[config.mk]
export PLATFORM = sky130hd
export DESIGN_NAME = lfsr_galois_param
export DESIGN_NICKNAME = d
export VERILOG_FILES = /design/src/rtl/lfsr_pkg.sv /design/src/rtl/lfsr_period_ctr.sv /design/src/rtl/lfsr_galois_param.sv
export SDC_FILE = /design/constraint.sdc
export NUM_CORES = 1
export LEC_CHECK = 0
export BUFFER_PORTS_ARGS = -buffer_cell sky130_fd_sc_hd__buf_2
export CAP_MARGIN = 20
export CORE_ASPECT_RATIO = 0.8
export CORE_MARGIN = 2
export CORE_UTILIZATION = 50
export DETAILED_ROUTE_END_ITERATION = 8
export PLACE_DENSITY = 0.76
export REMOVE_ABC_BUFFERS = 1
export SLEW_MARGIN = 5
export SYNTH_ARGS = -nofsm -noshare
export SYNTH_HDL_FRONTEND = slang
export SYNTH_HIERARCHICAL = 1
export SYNTH_SLANG_ARGS = --single-unit
export TNS_END_PERCENT = 5
[constraint.sdc]
create_clock -name clk_i -period 2.84 [get_ports clk_i]
set_input_delay 0.426 -clock clk_i [delete_from_list [all_inputs] [get_ports clk_i]]
set_output_delay 0.426 -clock clk_i [all_outputs]
set_load 0.005 [all_outputs]
[src/rtl/lfsr_pkg.sv]
// Shared LFSR definitions: Galois step function plus the legacy 6-bit x^6+x^3+1 polynomial and seed.
package lfsr_pkg;

  localparam int         LFSR_MAX_W = 64;
  localparam logic [5:0] LFSR6_POLY = 6'h08;
  localparam logic [5:0] LFSR6_SEED = 6'h3F;

  // One Galois step over the low `width` bits; bit 0 of poly never participates.
  function automatic logic [LFSR_MAX_W-1:0] lfsr_galois_next(
    input logic [LFSR_MAX_W-1:0] q,
    input logic [LFSR_MAX_W-1:0] poly,
    input int                    width
  );
    logic [LFSR_MAX_W-1:0] g;
    logic                  msb;
    msb = 1'b0;
    for (int i = 0; i < LFSR_MAX_W; i++) begin
      if (i == width - 1) begin
        msb = q[i];
      end else begin
        msb = msb;
      end
    end
    g    = '0;
    g[0] = msb;
    for (int i = 1; i < LFSR_MAX_W; i++) begin
      if (i < width) begin
        g[i] = q[i-1] ^ (poly[i] & msb);
      end else begin
        g[i] = 1'b0;
      end
    end
    return g;
  endfunction

endpackage

[src/rtl/lfsr_period_ctr.sv]
// Saturating step counter since the last reference point, with captured period and wrap pulse.
module lfsr_period_ctr
  import lfsr_pkg::*;
#(
  parameter int CNT_W = 16
) (
  input  logic             clk_i,
  input  logic             rst_i,
  input  logic             clr_i,
  input  logic             step_i,
  input  logic             hit_i,
  output logic [CNT_W-1:0] period_o,
  output logic             wrap_o
);

  localparam logic [CNT_W-1:0] CNT_MAX = {CNT_W{1'b1}};
  localparam logic [CNT_W-1:0] CNT_ONE = CNT_W'(1);

  logic [CNT_W-1:0] cnt_q, cnt_d;
  logic [CNT_W-1:0] period_q, period_d;
  logic             wrap_q, wrap_d;
  logic [CNT_W-1:0] cnt_inc_s;

  // A saturated count stays saturated, so the next period reads all-ones.
  assign cnt_inc_s = (cnt_q == CNT_MAX) ? CNT_MAX : (cnt_q + CNT_ONE);

  always_comb begin
    cnt_d    = cnt_q;
    period_d = period_q;
    wrap_d   = 1'b0;
    if (clr_i) begin
      cnt_d = '0;
    end else if (step_i) begin
      if (hit_i) begin
        period_d = cnt_inc_s;
        cnt_d    = '0;
        wrap_d   = 1'b1;
      end else begin
        cnt_d = cnt_inc_s;
      end
    end else begin
      cnt_d = cnt_q;
    end
  end

  always_ff @(posedge clk_i or posedge rst_i) begin
    if (rst_i) begin
      cnt_q    <= '0;
      period_q <= '0;
      wrap_q   <= 1'b0;
    end else begin
      cnt_q    <= cnt_d;
      period_q <= period_d;
      wrap_q   <= wrap_d;
    end
  end

  assign period_o = period_q;
  assign wrap_o   = wrap_q;

endmodule

[src/rtl/lfsr_galois_param.sv]
// Parametrised Galois LFSR with seed load, lock-up recovery and period measurement.
// Define LFSR_MISR_EN to add din_i and fold it into every step (signature compactor mode).
module lfsr_galois_param
  import lfsr_pkg::*;
#(
  parameter int               WIDTH = 6,
  parameter logic [WIDTH-1:0] POLY  = WIDTH'(LFSR6_POLY),
  parameter logic [WIDTH-1:0] SEED  = WIDTH'(LFSR6_SEED),
  parameter int               CNT_W = 16
) (
  input  logic             clk_i,
  input  logic             rst_i,
  input  logic             en_i,
  input  logic             ld_i,
  input  logic [WIDTH-1:0] ld_val_i,
`ifdef LFSR_MISR_EN
  input  logic [WIDTH-1:0] din_i,
`endif
  output logic [WIDTH-1:0] q_o,
  output logic             lockup_o,
  output logic             wrap_o,
  output logic [CNT_W-1:0] period_o
);

  logic [WIDTH-1:0]      q_q, q_d;
  logic [WIDTH-1:0]      ref_q, ref_d;
  logic                  lockup_q, lockup_d;
  logic [LFSR_MAX_W-1:0] q_ext_s, poly_ext_s, g_full_s;
  logic [WIDTH-1:0]      step_s;
  logic                  lock_s, clr_s, adv_s, hit_s;
  logic                  unused_g_s;

  always_comb begin
    q_ext_s                 = '0;
    q_ext_s[WIDTH-1:0]      = q_q;
    poly_ext_s              = '0;
    poly_ext_s[WIDTH-1:0]   = POLY;
    g_full_s                = lfsr_galois_next(q_ext_s, poly_ext_s, WIDTH);
  end

  assign unused_g_s = ^g_full_s;

`ifdef LFSR_MISR_EN
  // In compactor mode lock-up is judged on the value that would be stored.
  assign step_s = g_full_s[WIDTH-1:0] ^ din_i;
  assign lock_s = (step_s == '0);
`else
  assign step_s = g_full_s[WIDTH-1:0];
  assign lock_s = (q_q == '0);
`endif

  always_comb begin
    q_d      = q_q;
    ref_d    = ref_q;
    lockup_d = 1'b0;
    clr_s    = 1'b0;
    adv_s    = 1'b0;
    hit_s    = 1'b0;
    if (ld_i) begin
      q_d   = ld_val_i;
      ref_d = ld_val_i;
      clr_s = 1'b1;
    end else if (en_i && lock_s) begin
      q_d      = SEED;
      ref_d    = SEED;
      clr_s    = 1'b1;
      lockup_d = 1'b1;
    end else if (en_i) begin
      q_d   = step_s;
      adv_s = 1'b1;
      hit_s = (step_s == ref_q);
    end else begin
      q_d = q_q;
    end
  end

  always_ff @(posedge clk_i or posedge rst_i) begin
    if (rst_i) begin
      q_q      <= SEED;
      ref_q    <= SEED;
      lockup_q <= 1'b0;
    end else begin
      q_q      <= q_d;
      ref_q    <= ref_d;
      lockup_q <= lockup_d;
    end
  end

  lfsr_period_ctr #(
    .CNT_W (CNT_W)
  ) u_period_ctr (
    .clk_i    (clk_i),
    .rst_i    (rst_i),
    .clr_i    (clr_s),
    .step_i   (adv_s),
    .hit_i    (hit_s),
    .period_o (period_o),
    .wrap_o   (wrap_o)
  );

  assign q_o      = q_q;
  assign lockup_o = lockup_q;

endmodule

**After elaboration in Yosys (flattened, before gate mapping)**

Index checks and enable logic that the tools add are counted.

- Register bits: 46
- Output and inout port bits: 24
- Word-level logic and storage cells: 38

- Add/subtract/negate cells: 1
- Equality and inequality tests: 2
- Multiplexer cells: 21
- Bitwise operators: 2
- Reduce and logical (&&, ||, !) cells: 6

Operator list:

| operator | count |
|---|---|
| 2-to-1 mux 16 bit | 4 |
| 2-to-1 mux 6 bit | 5 |
| adder 16 x 1 -> 16 bit, second input constant | 1 |
| == test 16 bit, second input constant | 1 |
| 2-to-1 mux 1 bit | 12 |
| == test 6 bit | 1 |
| zero test 6 bit | 1 |
| nonzero test 2 bit | 2 |
| AND reduction 3 bit | 1 |
| nonzero test 3 bit | 1 |
| logical AND 1 bit | 1 |
| inverter 1 bit | 1 |
| XOR 1 bit | 1 |

**Longest topological paths before layout**

- Word-level depth: 8
- Mapped depth: 9
- Depth with buffers taken out: 7

**By module**

The synthesis kept the hierarchy.

By module, submodules not included:

| module | instances | cells an instance | area each (sq um) |
|---|---|---|---|
| lfsr_period_ctr | 1 | 194 | 1780.5 |
| lfsr_galois_param | 1 | 80 | 729.4 |

**Least setup slack after synthesis**

OpenSTA, ideal clock, no wires.

- Kind: register to register
- From: reg q_q[5], in the netlist q_o[5]
- To: reg u_period_ctr.period_q[2], in the netlist u_period_ctr/period_o[2]
- Library setup time: 0.138 ns
- Arrival: 2.292 ns
- Data required time: 2.702 ns
- Path slack: 0.410 ns
- Stages on the path, launching flop included: 10
- Buffers on the path: 3
- Clock period less this slack: 2.430 ns
- Path through: dfstp_2 > clkbuf_1 > nor2_2 > nand3_1 > or2b_1 > nand3b_1 > inv_1 > clkbuf_1 > clkbuf_1 > a31oi_1

- Word-level cells in the longest chain between the ends: 6
- Elaborated cells between the ends (all ways): 13

Ends and longest elaborated chain:

| item | line | source |
|---|---|---|
| start, declared | lfsr_galois_param.sv:25 | `logic [WIDTH-1:0] q_q, q_d;` |
| start signal, assigned | lfsr_galois_param.sv:83 | `q_q <= q_d;` |
| zero test 6 bit | lfsr_galois_param.sv:49 | `assign lock_s = (q_q == '0);` |
| logical AND 1 bit | lfsr_galois_param.sv:63 | `end else if (en_i && lock_s) begin` |
| 2-to-1 mux 1 bit | lfsr_galois_param.sv:63 |  |
| 2-to-1 mux 1 bit | lfsr_galois_param.sv:59 | `if (ld_i) begin` |
| net clr_s | lfsr_galois_param.sv:30 | `logic lock_s, clr_s, adv_s, hit_s;` |
| inverter 1 bit (no line) | n/a |  |
| AND reduction 3 bit (no line) | n/a |  |
| end signal, assigned | lfsr_period_ctr.sv:53 | `period_q <= period_d;` |
| end, declared | lfsr_period_ctr.sv:20 | `logic [CNT_W-1:0] period_q, period_d;` |

The timed path passes the listed nets, and every way through them passes these cells.
A chain may end at the register's enable or synchronous reset.

**Worst setup path in the final report**

- From: reg q_q[5], in the netlist q_o[5]
- To: reg u_period_ctr.cnt_q[12]

- Elaborated cells between the ends (all ways): 15

RTL lines:

| item | line | source |
|---|---|---|
| zero test 6 bit * | lfsr_galois_param.sv:49 |  |
| logical AND 1 bit * | lfsr_galois_param.sv:63 |  |
| 2-to-1 mux 1 bit * | lfsr_galois_param.sv:63 |  |
| 2-to-1 mux 1 bit * | lfsr_galois_param.sv:59 |  |
| net clr_s | lfsr_galois_param.sv:30 |  |
| 2-to-1 mux 16 bit or nonzero test 2 bit (tied branches) | n/a |  |
| end signal, assigned | lfsr_period_ctr.sv:52 | `cnt_q <= cnt_d;` |
| end, declared | lfsr_period_ctr.sv:19 | `logic [CNT_W-1:0] cnt_q, cnt_d;` |

Mark *: on every way through the listed nets, which the timed path passes. The rest lies on a longest branch. The select of a mux whose other input is x is not followed.

==> results.md <==
Critical path:
- The delay of the slowest cell on the worst path is a little under 0.7 ns.
- In this design, the largest share of critical-path delay is due to simple AND/OR/NAND/NOR gates.
- The source of the critical timing path is q_o[5].
- In this run the worst path has a maximum fanout of 25.
- STA classifies the critical path endpoint as a flip-flop.
- The setup slack on the worst flop-to-flop path is ~0.35 ns.
- STA classifies the critical path startpoint as a flip-flop.
- Data arrives at the worst endpoint at 2.72 ns.
- On the critical path, the stage with the largest delay is an instance of sky130_fd_sc_hd__or3b_2.
- Traced cell by cell, the critical path runs through nor2_2, nand3_1, or2b_1, or3b_2, o21ai_0, a22o_1.
- The worst register-to-register path begins at q_o[5].
- The destination of the worst register-to-register timing path is u_period_ctr/cnt_q[12].
- The category of the critical setup timing path is reg -> reg.
- The worst register-to-register path has a depth of 6.
- The worst path required time is between 3 and 4 ns.
- The count of buffering cells on the critical path with inverters included is 0.

Global routing:
- The maximum number of pins on one net before global-route repair is 34.
- Global routing consumed, on the met1 layer, 28.8% of the routing resources.
- The initial antenna violation count is 0.
- The most congested layer reported by global routing is met2.
- For met2 alone, demand over resource in global routing was a little under a third.
- The total track usage is 20.0%.
- The met3 routing resource usage after global routing is 3.42%.
- The aggregate global routing overflow is 0.
- The global-route wire length before repair is between 9 and 10 mm.
- The number of global-route vias before repair is between 1.5k and 2k.

Final layout:
- Counting the fill cells in the layout gives 459.
- The sequential standard cell area is 0.00117 mm2.
- The area used by multi-input combinational logic is 0.00123 mm2.
- Leaving out fill and tap cells, the most frequent cells in the layout are sky130_fd_sc_hd__nor2_1, sky130_fd_sc_hd__dfrtp_1, sky130_fd_sc_hd__buf_2.
- The number of diodes is 0.
- Cells fill 56.6% of the core in the end.
- The fraction of final layout cells sized beyond drive strength 1 is a little over a fifth.
- Leaving out filler cells and counting taps, the final layout contains 363.
- The area growth from synthesis to layout is 11.0%.
- The number of nets in the finished design is 312.

Floorplanning:
- Once the floorplan was initialized, standard cells occupied 51.0% of the core.
- The horizontal die dimension is 83.2 um.
- The number of placed I/O pins is 34.
- Measured along the y axis, the die boundary spans 67.4 um.
- The placeable core region is between 0.004 and 0.005 mm2.
- The floorplan has 23 rows.
- The floorplan step defined a die boundary enclosing 0.00561 mm2.

Synth:
- Yosys printed 6 warnings.
- The flip-flop cell with the highest count after synthesis is sky130_fd_sc_hd__dfrtp_1.
- The average cell area after synthesis is 9.16 um2.
- Of the total synthesized cell area, the portion taken by XOR and XNOR cells is roughly 5.6%.
- Yosys mapped the design onto 44 distinct sky130hd cell types.
- The post-synthesis compound-gate area fraction is around 22%.
- Measured against the total synthesized area, the mux share comes to 0%.
- The flip-flop and latch count after synthesis is between 40 and 50.
- The combinational family with the most area after synthesis is compound AO/OA/AOI/OAI gates.
- The post-synthesis cell count is roughly 270.
- Sequential cells were found to cover around 46% of the synthesized design area.
- The number of enable flip-flop cells after synthesis is 0.
- The async set-or-reset flop fraction in the synthesized netlist is between 90% and 100%.
- The synthesized-area fraction occupied by and/or/nand/nor cells is between 20% and 30%.
- The arithmetic-cell share of the synthesized area counting full adders, half adders and majority gates is 0.499%.
- The cell area after synthesis is around 0.0025 mm2.

STA:
- The worst slew margin relative to its limit is between 40% and 50%.
- Setup repair after global routing left no endpoint under its margin.
- The final max-slew violation count came to 0.
- The minimum period implied by the final worst setup slack is 2.49 ns.
- The number of failing hold endpoints at the final stage is 0.
- The final setup skew is 0.00808 ns.
- At the pin with the least slew margin, the transition time is between 0.7 and 0.8 ns.
- Setup slack closes at 0.350 ns.
- Summed over all failing endpoints, the final setup total negative slack is 0 ns.
- The final clock period utilization by the worst path is 87.7%.
- The final number of setup-violating endpoints is 0.
- For this run, the top clock speed supported by timing is roughly 400 MHz.

Placed design:
- Counting tap cells, the placed design contains a total of 356 instances.
- During placement, the flow inserted port buffers numbering 33.
- The worst setup timing slack at the placement stage is 0.378 ns.
- The global placer's final weighted congestion is 0.847.
- Detailed placement finished with a half-perimeter wire length of 3.76 mm.

Pwr:
- For this design the ratio of total power to cell area is between 400 and 500 mW/mm2.
- The power after layout is 1.25 mW.
- Across the VDD grid, the largest voltage drop is 0.000258 V.
- For this design the static power due to leakage is 1.18 nW.

Clock network:
- At the later pin of the worst-skew pair, clock insertion delay measures 0.29 ns.
- The number of clock buffers inserted by TritonCTS is 5.
- In this run, post-CTS repair resized a total of 0 instances.
- The post-CTS repair timing setup buffer count is 0.
- In this run the number of H-tree levels came out at 2.
- In this run the clock root is driven by a sky130_fd_sc_hd__clkbuf_8.
- For this design, the CTS-stage hold fixing added 0 buffers.
- After clock tree synthesis, the clock-pin slew on the worst setup and hold paths is 0.08 ns.
- Counting along the longest clock path gives a buffer depth of 2.
- The CTS tree is done.
- The number of sinks driven by the clock tree is 46.

Worst hold path:
- The tightest min-delay check is of the in -> async type.

Route:
- The total via count in the routed design is 2088.
- The total detailed-routing wirelength is 5.29 mm.
- The first detailed-routing pass ran for 4 iterations.
- Using the TritonRoute via totals, the vias-per-cell ratio works out to approximately 5.8.
- After detailed routing, the number of remaining DRC violations is 0.
- The final antenna-violating net count is 0.
- The number of violations reported at the end of detailed-routing iteration 0 is 182.
- Dividing the detail-routed wire length by the instance count gives ~15 um.

Run status:
- The flow ran to the end, and the final reports show no timing, DRC or antenna violations.

Job:
- Max-cap violations in this run came to 0.
routing by layer:
layer / vias up / part of all wire [%] / wire length [um]
met5: - / 0 / 0
met4: 0 / 0.77 / 41
met3: 4 / 4.6 / 242
met2: 52 / 44 / 2320
met1: 993 / 51 / 2690
li1: 1039 / - / -
kinds of logic after synthesis:
logic type | after synthesis
simple gates | 98
flops | 46
buf+inv | 27
fa+ha+maj | 1
xor+xnor | 16
compound gates | 86
sequential cells by signal, indices dropped and copies added, names as in the netlist:
name                   cells
u_period_ctr/cnt_q        16
u_period_ctr/period_o     16
q_o                        6
ref_q                      6
lockup_o                   1
u_period_ctr/wrap_o        1
worst max-delay path by stage:
stage                             end  slack (ns)  cells past startpoint
2_1_floorplan   u_period_ctr/cnt_q[4]        0.57                      7
3_3_place_gp    u_period_ctr/cnt_q[8]        0.45                      7
3_5_place_dp   u_period_ctr/cnt_q[12]        0.38                      6
5_1_grt         u_period_ctr/cnt_q[8]        0.14                      7
6_report       u_period_ctr/cnt_q[12]        0.35                      6
4_1_cts        u_period_ctr/cnt_q[12]        0.37                      6
report_power, final:
group          leakage (nW)  switching, mW  internal [mW]
Combinational         0.545         0.0872         0.0667
Sequential            0.600         0.0334          0.700
Clock                0.0383          0.198          0.170
final cells by class:
class                           instances  share of cell area (%)
Sequential cell                        46                    41.9
Multi-Input combinational cell        201                    44.0
Inverter                                8                    1.08
Timing Repair Buffer                   39                    7.54
Clock buffer                            7                    2.74
Tap cell                               62                    2.78
synth_stat cells, types with 2 or more instances:
master                      number  area share [%]
sky130_fd_sc_hd__nor4_1          3            0.75
sky130_fd_sc_hd__o21ai_0        20             4.0
sky130_fd_sc_hd__xor2_1          8             2.8
sky130_fd_sc_hd__nand3_1         3            0.60
sky130_fd_sc_hd__a2bb2oi_1       2            0.70
sky130_fd_sc_hd__nand2b_1        3            0.75
sky130_fd_sc_hd__a22o_1          2            0.70
sky130_fd_sc_hd__a21oi_1        20             4.0
sky130_fd_sc_hd__nor2_1         34             5.1
sky130_fd_sc_hd__dfrtp_1        34              34
sky130_fd_sc_hd__o21a_1          2            0.60
sky130_fd_sc_hd__xnor2_1         8             2.8
sky130_fd_sc_hd__clkbuf_1       13             1.9
sky130_fd_sc_hd__o31ai_1         8             2.4
sky130_fd_sc_hd__and3_1          2            0.50
sky130_fd_sc_hd__nor4_4          2             1.7
sky130_fd_sc_hd__dfstp_2        12              13
sky130_fd_sc_hd__inv_1           8             1.2
sky130_fd_sc_hd__o2bb2ai_1       7             2.4
sky130_fd_sc_hd__buf_2           4            0.80
sky130_fd_sc_hd__a31oi_1        14             3.5
sky130_fd_sc_hd__and4_1          2            0.70
sky130_fd_sc_hd__a22oi_1         3            0.90
sky130_fd_sc_hd__nand4_1         5             1.2
sky130_fd_sc_hd__nand2_1        19             2.8
sky130_fd_sc_hd__a211oi_1        6             1.8
sky130_fd_sc_hd__nor2b_1         7             1.7
sky130_fd_sc_hd__nor3_1          7             1.4
per-stage QoR:
step	instance area (um2)	hold WS, ns
final	2790	0.162
after global placement	2710	0.473
after detailed placement	2710	0.479
after global routing	2790	0.195
after floorplan	2420	0.294
after CTS	2790	0.161
Note: power is estimated with default switching activity, not from simulation.
